[src/rtl/irq_ctrl.sv]
// ============================================================================
// irq_ctrl : priority interrupt controller, edge capture + CPU req/ack/EOI
// Rev 1.0
// ============================================================================
`default_nettype none

module irq_ctrl #(
   parameter int          NUM_IRQ   = 8,
   parameter logic [15:0] BASE_ADDR = 16'h1000
) (
   input  logic               clk,
   input  logic               rst,
   input  logic [NUM_IRQ-1:0] irq_in,
   input  logic [15:0]        io_addr,
   input  logic [7:0]         io_wdata,
   input  logic               io_we,
   input  logic               io_re,
   output logic [7:0]         io_rdata,
   output logic               cpu_irq,
   output logic [2:0]         cpu_vector,
   input  logic               cpu_ack
);

   localparam logic [1:0] c_IDLE    = 2'd0;
   localparam logic [1:0] c_REQ     = 2'd1;
   localparam logic [1:0] c_SERVICE = 2'd2;

   logic [1:0]         state_q, state_d;
   logic [NUM_IRQ-1:0] prev_q;
   logic [NUM_IRQ-1:0] mask_q, mask_d;
   logic [NUM_IRQ-1:0] pending_q, pending_d;
   logic               irq_q, irq_d;
   logic [2:0]         vector_q, vector_d;
   logic [7:0]         rdata_q, rdata_d;

   logic [15:0]        offset;
   logic               in_range;
   logic               wr_mask, wr_pend, wr_eoi, rd_en;
   logic [NUM_IRQ-1:0] rise, clr, vec_onehot, eligible;
   logic               any_eligible, latched_live, in_svc;
   logic [2:0]         sel;
   logic [7:0]         rd_mux;

   // Unsigned wrap makes addresses below BASE_ADDR fall out of range too
   assign offset   = io_addr - BASE_ADDR;
   assign in_range = (offset[15:2] == 14'd0);
   assign wr_mask  = io_we & in_range & (offset[1:0] == 2'd0);
   assign wr_pend  = io_we & in_range & (offset[1:0] == 2'd1);
   assign wr_eoi   = io_we & in_range & (offset[1:0] == 2'd3);
   assign rd_en    = io_re & in_range;

   assign eligible     = pending_q & mask_q;
   assign any_eligible = |eligible;

   always_comb begin
      vec_onehot = '0;
      sel        = 3'd0;
      for (int i = NUM_IRQ - 1; i >= 0; i--) begin
         vec_onehot[i] = (vector_q == 3'(i));
         if (eligible[i]) sel = 3'(i);
      end
   end

   assign latched_live = |(eligible & vec_onehot);

   // Set beats clear: rise is OR-ed in after the clear mask is applied
   always_comb begin
      rise      = irq_in & ~prev_q;
      clr       = wr_pend ? io_wdata[NUM_IRQ-1:0] : '0;
      if ((state_q == c_REQ) && cpu_ack) clr = clr | vec_onehot;
      pending_d = (pending_q & ~clr) | rise;
      mask_d    = wr_mask ? io_wdata[NUM_IRQ-1:0] : mask_q;
   end

   always_ff @(posedge clk) begin
      if (rst) state_q <= c_IDLE;
      else     state_q <= state_d;
   end

   always_comb begin
      state_d = state_q;
      case (state_q)
         c_IDLE:    if (any_eligible) state_d = c_REQ;
         c_REQ: begin
            if (cpu_ack)            state_d = c_SERVICE;
            else if (!latched_live) state_d = c_IDLE;
         end
         c_SERVICE: if (wr_eoi) state_d = c_IDLE;
         default:   state_d = c_IDLE;
      endcase
   end

   always_comb begin
      irq_d    = (state_d == c_REQ);
      vector_d = ((state_q == c_IDLE) && any_eligible) ? sel : vector_q;
      in_svc   = (state_q == c_SERVICE);
      case (offset[1:0])
         2'd0:    rd_mux = 8'(mask_q);
         2'd1:    rd_mux = 8'(pending_q);
         2'd2:    rd_mux = {in_svc, 4'b0000, (in_svc ? vector_q : 3'd0)};
         default: rd_mux = 8'h00;
      endcase
      rdata_d = rd_en ? rd_mux : rdata_q;
   end

   // prev_q tracks irq_in during reset so levels held across reset are not edges
   always_ff @(posedge clk) begin
      prev_q <= irq_in;
      if (rst) begin
         mask_q    <= '0;
         pending_q <= '0;
         irq_q     <= 1'b0;
         vector_q  <= 3'd0;
         rdata_q   <= 8'h00;
      end else begin
         mask_q    <= mask_d;
         pending_q <= pending_d;
         irq_q     <= irq_d;
         vector_q  <= vector_d;
         rdata_q   <= rdata_d;
      end
   end

   assign io_rdata   = rdata_q;
   assign cpu_irq    = irq_q;
   assign cpu_vector = vector_q;

endmodule

`default_nettype wire

[config.mk]
export PLATFORM = sky130hd
export DESIGN_NAME = irq_ctrl
export DESIGN_NICKNAME = d
export VERILOG_FILES = /design/src/rtl/irq_ctrl.sv
export SDC_FILE = /design/constraint.sdc
export NUM_CORES = 1
export LEC_CHECK = 0
export CORE_ASPECT_RATIO = 0.9
export CORE_MARGIN = 1.5
export CORE_UTILIZATION = 38
export CTS_CLUSTER_DIAMETER = 30
export DETAILED_ROUTE_END_ITERATION = 7
export DONT_BUFFER_PORTS = 1
export PLACE_DENSITY = 0.54
export SLEW_MARGIN = 0
export SYNTH_ARGS = -nofsm -noshare
export SYNTH_HDL_FRONTEND = slang
export SYNTH_SLANG_ARGS = --single-unit
[constraint.sdc]
create_clock -name clk -period 1.9 [get_ports clk]
set_input_delay 0.285 -clock clk [delete_from_list [all_inputs] [get_ports clk]]
set_output_delay 0.285 -clock clk [all_outputs]
set_load 0.01 [all_outputs]
==> results of run 1 <==
## power breakdown
group / leakage (nW) / internal (mW) / switching (mW) / total (mW)
clock network: 0.0431 / 0.280 / 0.270 / 0.549
logic: 0.340 / 0.0300 / 0.0188 / 0.0488
registers: 0.311 / 0.817 / 0.0152 / 0.832
total: 0.694 / 1.13 / 0.304 / 1.43
## cells by family (layout without fill, tap and decap cells)
group / count (synthesis) / in the layout / synth area share, %
AND/OR/NAND/NOR: 84 / 84 / 28.1
multiplexers: 12 / 12 / 6.98
AO/OA/AOI/OAI: 60 / 60 / 21.3
buffers and inverters: 16 / 11 / 3.62
flip-flops: 38 / 38 / 40.0
## path summary, 6_finish.rpt
check                                from                      end  slack [ns]  cells past startpoint
setup / recovery  pending_q[1]$_SDFF_PP0_    state_q[0]$_SDFF_PP0_        0.21                      4
hold / removal                  irq_in[6]        prev_q[6]$_DFF_P_        0.01                      0
setup reg to reg  pending_q[1]$_SDFF_PP0_    state_q[0]$_SDFF_PP0_        0.21                      4
hold reg to reg         prev_q[3]$_DFF_P_  pending_q[3]$_SDFF_PP0_        0.47                      2
## cells in the final DEF (no fill, tap or decap), types with 2 or more instances in the layout
| cell type | instances |
|---|---|
| a22o_1 | 4 |
| o311ai_1 | 2 |
| a32o_1 | 2 |
| and4b_1 | 3 |
| or3_1 | 3 |
| o311ai_0 | 8 |
| nor2_1 | 8 |
| nand3_1 | 14 |
| o2bb2ai_1 | 3 |
| nor2b_1 | 3 |
| and3_1 | 2 |
| nor3_1 | 3 |
| nor4_1 | 2 |
| o21ai_0 | 11 |
| nand4b_1 | 9 |
| dfxtp_1 | 38 |
| clkbuf_8 | 6 |
| nand2_1 | 18 |
| buf_4 | 3 |
| inv_1 | 2 |
| mux2i_1 | 11 |
| a21oi_1 | 21 |
| a221o_1 | 2 |
| nand2b_1 | 9 |
## stage by stage
step	utilization (%)	setup slack, ns
after floorplan	-	0.407
after global placement	40.2	0.300
after detailed placement	40.2	0.282
after CTS	41.9	0.273
after global routing	41.9	0.0570
final	41.9	0.213
## final cells by class
class,instances,area [um2]
clock buffer,6,82.6
timing repair buffer,3,22.5
multi-input combinational,156,1070
tap,65,81.3
sequential,38,761
inverter,2,7.51
fill,488,2810
## layer usage
layer	up-vias	global-route usage [%]	share of wire [%]
li1	794	-	-
met1	831	25.5	45
met2	67	29.2	45
met3	8	6.14	8.5
met4	0	6.06	1.2
met5	-	0	0
## sequential cells by signal (all words and copies together) (netlist names)
name and cells:
state_q 2, pending_q 8, io_rdata 8, mask_q 8, cpu_vector 3, prev_q 8
cpu_irq 1
## worst register-to-register path, cell delays in order, from the launching register on
cell and delay, ns:
dfxtp_1 0.35, a22o_1 0.27, nor4_1 0.50, nor3_1 0.15, a221o_1 0.32
==> flow_metrics.env, run 1 <==
export IMPL_yosysUniqueCellTypes=44
export IMPL_drc=0
export IMPL_max_slew_margin_pct=65.2
export IMPL_synth_top_area_share_pct=40.0
export IMPL_sequential_fraction_of_the_synthesis_area_pct=40.0
export IMPL_post_layout_nonfiller_instances=270
export IMPL_arrival_time_worst_endpoint_ns=1.86
export IMPL_yosysWarnings=0
export IMPL_insertedDiodeCount=0
export IMPL_initial_utilization_pct=39.3
export IMPL_finish_instance_area_mm2=0.00203
export IMPL_power_total_mw=1.43
export IMPL_gp_routability_congestion=0.870
export IMPL_p_per_area_mw_per_mm2=706
export IMPL_synth_ff_type="dfxtp_1"
export IMPL_dp_hpwl_mm=3.52
export IMPL_clk_insertion_delay_late_ns=0.29
export IMPL_numPortBuffers=0
export IMPL_postCtsResizedCells=0
export IMPL_mappedNetlistNets=247
export IMPL_grt_pass1_vias=1605
export IMPL_area_growth_pct=6.58
export IMPL_synth_most_common_cell="dfxtp_1"
export IMPL_placement_rows=24
export IMPL_timing_final_setup_violations=0
export IMPL_critical_path_endpoint_type="flop"
export IMPL_synth_area_leader_cell="dfxtp_1"
export IMPL_cts_tree="built"
export IMPL_wp_buf_inv=0
export IMPL_global_route_usage_total_pct=19.1
export IMPL_post_route_cells_drive_above_1_share_pct=8.78
export IMPL_crit_share_post_route_pct=88.8
export IMPL_post_cts_setup_inserts=0
export IMPL_grt_max_degree=29
export IMPL_final_hold_worst_slack_ns=0.0149
export IMPL_synth_area_per_cell_um2=9.05
export IMPL_place_inst=264
export IMPL_antenna_left=0
export IMPL_die_area_mm2=0.00544
export IMPL_synth_seq_cells=38
export IMPL_fmax_mhz=593
export IMPL_timing_critical_path_slowest_cell_delay_ns=0.50
export IMPL_detailroute_via_count=1700
export IMPL_die_h_um=70.1
export IMPL_clkSlewWorstSetupHoldPaths_ns=0.07
export IMPL_timing_final_hold_violations=0
export IMPL_detail_route_iter0_violations=202
export IMPL_worst_slew_pin_slew_ns=0.521
export IMPL_wire_length_of_the_first_global_routing_pass_mm=8.09
export IMPL_mappedNetlistArea_mm2=0.00190
export IMPL_htree_levels=2
export IMPL_wire_per_inst_um=18.1
export IMPL_fp_coreArea_mm2=0.00483
export IMPL_synth_edf_count=0
export IMPL_crit_path_cell_trace="a22o_1, nor4_1, nor3_1, a221o_1"
export IMPL_grt_overflow=0
export IMPL_critical_path_peak_fanout=5
export IMPL_drt_pass_1_iters=5
export IMPL_drv_max_cap_violation_count=0
export IMPL_worst_endpoint_required_ns=2.08
export IMPL_vias_per_cell=6.30
export IMPL_cts_max_path_buffers=2
export IMPL_tritoncts_num_buffers=5
export IMPL_cp_slowest_cell="nor4_1"
export IMPL_setup_repair_after_global_routing_missed_its_margin="no"
export IMPL_share_of_synthesized_flip_flops_with_an_asynchronous_set_or_reset_pct=0
export IMPL_tns_ns=0
export IMPL_ctsRootBufferMaster="clkbuf_8"
export IMPL_dpl_instance_area_mm2=0.00194
export IMPL_total_leakage_power_nw=0.694
export IMPL_grt_antenna_before_repair=0
export IMPL_synthCells=210
export IMPL_layout_nets=243
export IMPL_pin_count=49
export IMPL_synth_common_cells="dfxtp_1 (38), a21oi_1 (21), nand2_1 (18)"
export IMPL_timing_final_max_slew_violations=0
export IMPL_postCtsHoldBufs=0
export IMPL_drt_wl_total_mm=4.88
export IMPL_clock_sinks=38
export IMPL_ir_drop_mv=0.431
export IMPL_final_min_clock_period_ns=1.69
export IMPL_clock_skew_ns=0.00311
export IMPL_critical_path_class="flop to flop"
export IMPL_critical_path_top_delay_family="simple AND/OR/NAND/NOR gates"
export IMPL_start_kind="flop"
export IMPL_synth_area_top_cells="dfxtp_1 (40%), mux2i_1 (5.8%), a21oi_1 (5.5%)"
export IMPL_dieWidth_um=77.5
export IMPL_hold_path_class="input port to flop"
export IMPL_status="complete, no violations"
Power figures use the tool's default switching activity.
==> run 2, diff against run 1 <==
Settings changed: CORE_MARGIN 1.5 to 4.
==> run 2 against run 1 <==
Clock power down 5.6%. Sequential share of layout area up 0.070 points. Flip-flop and latch count unchanged. Core utilization down 0.078 points. Via count down 4.5%. Sequential power about the same. Fmax down 1.0%. Hold slack better by 0.0030 ns. Worst setup slack worse by 0.017 ns. Critical path type unchanged. Largest power group unchanged. Highest routed layer unchanged.
==> flow_metrics.env, run 2 (same netlist as run 1, synthesis figures left out) <==
export IMPL_place_inst=264
export IMPL_die_area_mm2=0.00620
export IMPL_total_leakage_power_nw=0.695
export IMPL_grt_antenna_before_repair=0
export IMPL_status="complete, no violations"
export IMPL_clkSlewWorstSetupHoldPaths_ns=0.07
export IMPL_tns_ns=0
export IMPL_htree_levels=2
export IMPL_timing_final_max_slew_violations=0
export IMPL_drt_wl_total_mm=4.94
export IMPL_power_total_mw=1.40
export IMPL_fmax_mhz=587
export IMPL_insertedDiodeCount=0
export IMPL_fp_coreArea_mm2=0.00483
export IMPL_postCtsHoldBufs=0
export IMPL_crit_path_start="pending_q[1]$_SDFF_PP0_"
export IMPL_cts_max_path_buffers=2
export IMPL_clk_insertion_delay_late_ns=0.29
export IMPL_clock_skew_ns=0.00384
export IMPL_detailroute_via_count=1623
export IMPL_worstReg2RegStart="pending_q[1]$_SDFF_PP0_"
export IMPL_global_route_usage_total_pct=16.4
export IMPL_post_layout_nonfiller_instances=271
export IMPL_setup_repair_after_global_routing_missed_its_margin="no"
export IMPL_postCtsResizedCells=0
export IMPL_ir_drop_mv=0.415
export IMPL_critical_path_peak_fanout=5
export IMPL_dpl_instance_area_mm2=0.00194
export IMPL_gp_routability_congestion=0.908
export IMPL_layout_nets=243
export IMPL_timing_final_hold_violations=0
export IMPL_grt_pass1_vias=1516
export IMPL_final_min_clock_period_ns=1.70
export IMPL_reg2regPathDepth=4
export IMPL_worst_slew_pin_slew_ns=0.519
export IMPL_crit_path_cell_trace="a22o_1, nor4_1, nor3_1, a221o_1"
export IMPL_reg2reg_slack_ns=0.20
export IMPL_critical_path_endpoint_type="flop"
export IMPL_hold_path_class="input port to flop"
export IMPL_drv_max_cap_violation_count=0
export IMPL_detail_route_iter0_violations=147
export IMPL_die_h_um=75.1
export IMPL_post_route_cells_drive_above_1_share_pct=9.22
export IMPL_grt_max_degree=29
export IMPL_post_cts_setup_inserts=0
export IMPL_critPathCapture="cpu_irq$_SDFF_PP0_"
export IMPL_cts_tree="built"
export IMPL_initial_utilization_pct=39.3
export IMPL_reg2reg_capture_point="cpu_irq$_SDFF_PP0_"
export IMPL_final_cell_mix="dfxtp_1 (38), a21oi_1 (21), nand2_1 (18), nand3_1 (14)"
export IMPL_crit_share_post_route_pct=89.7
export IMPL_start_kind="flop"
export IMPL_antenna_left=0
export IMPL_vias_per_cell=5.99
export IMPL_area_growth_pct=6.39
export IMPL_grt_overflow=0
export IMPL_dieWidth_um=82.5
export IMPL_wire_length_of_the_first_global_routing_pass_mm=7.56
export IMPL_finish_instance_area_mm2=0.00202
export IMPL_cp_slowest_cell="nor4_1"
export IMPL_pin_count=49
export IMPL_timing_final_setup_violations=0
export IMPL_clock_sinks=38
export IMPL_wire_per_inst_um=18.2
export IMPL_tritoncts_num_buffers=5
export IMPL_critical_path_class="flop to flop"
export IMPL_worst_endpoint_required_ns=2.08
export IMPL_placement_rows=24
export IMPL_drt_pass_1_iters=4
export IMPL_max_slew_margin_pct=65.1
export IMPL_dp_hpwl_mm=3.62
export IMPL_numPortBuffers=0
export IMPL_arrival_time_worst_endpoint_ns=1.88
export IMPL_drc=0
export IMPL_layout_commonest_cell="dfxtp_1"
export IMPL_n_fill_cell=481
export IMPL_timing_critical_path_slowest_cell_delay_ns=0.50
export IMPL_p_per_area_mw_per_mm2=692
export IMPL_ctsRootBufferMaster="clkbuf_8"
run 2: worst max-delay path, delay by kind of cell, from the launching register on:
family	cells	cell delay, ns
AOI/OAI and AO/OA	2	0.59
DFF	1	0.35
and+or+nand+nor	2	0.65
run 2: area by class of cell:
cell class | count | area [um2] | share of cell area, %
clock buffers | 5 | 68.8 | 3.40
clock inverters | 2 | 10.0 | 0.495
inverters | 2 | 7.51 | 0.371
multi-input cells | 156 | 1070 | 53.0
flip-flops and latches | 38 | 761 | 37.6
well taps | 65 | 81.3 | 4.02
repair buffers | 3 | 22.5 | 1.11
run 2: how the worst min path moves through the flow:
stage	start	end	slack [ns]	cells past startpoint
after floorplan	irq_in[0]	prev_q[0]$_DFF_P_	0.31	0
after detailed placement	irq_in[5]	prev_q[5]$_DFF_P_	0.31	0
after global placement	irq_in[7]	prev_q[7]$_DFF_P_	0.31	0
after global routing	irq_in[0]	prev_q[0]$_DFF_P_	0.0009	0
after CTS	irq_in[7]	prev_q[7]$_DFF_P_	0.01	0
final	irq_in[7]	prev_q[7]$_DFF_P_	0.02	0
run 2: where the power goes:
| part | total (mW) | switching [mW] | internal (mW) |
|---|---|---|---|
| combinational | 0.0488 | 0.0188 | 0.0300 |
| sequential | 0.831 | 0.0147 | 0.817 |
| clock | 0.518 | 0.272 | 0.246 |
| total | 1.40 | 0.306 | 1.09 |
run 2: routing by layer:
| layer | global-route usage, % | vias to the layer above | wire [um] |
|---|---|---|---|
| li1 | - | 789 | - |
| met4 | 5.99 | 0 | 39 |
| met3 | 6.22 | 4 | 499 |
| met2 | 23.0 | 59 | 2150 |
| met1 | 22.7 | 771 | 2250 |
| met5 | 0 | - | 0 |
run 2: metrics by stage:
stage / util (%) / setup slack [ns] / hold WS (ns)
finish: 41.8 / 0.195 / 0.0180
global route: 41.8 / 0.114 / 0.000864
CTS: 41.8 / 0.221 / 0.0114
detailed placement: 40.2 / 0.231 / 0.313
global placement: 40.2 / 0.290 / 0.313
floorplan: - / 0.407 / 0.313
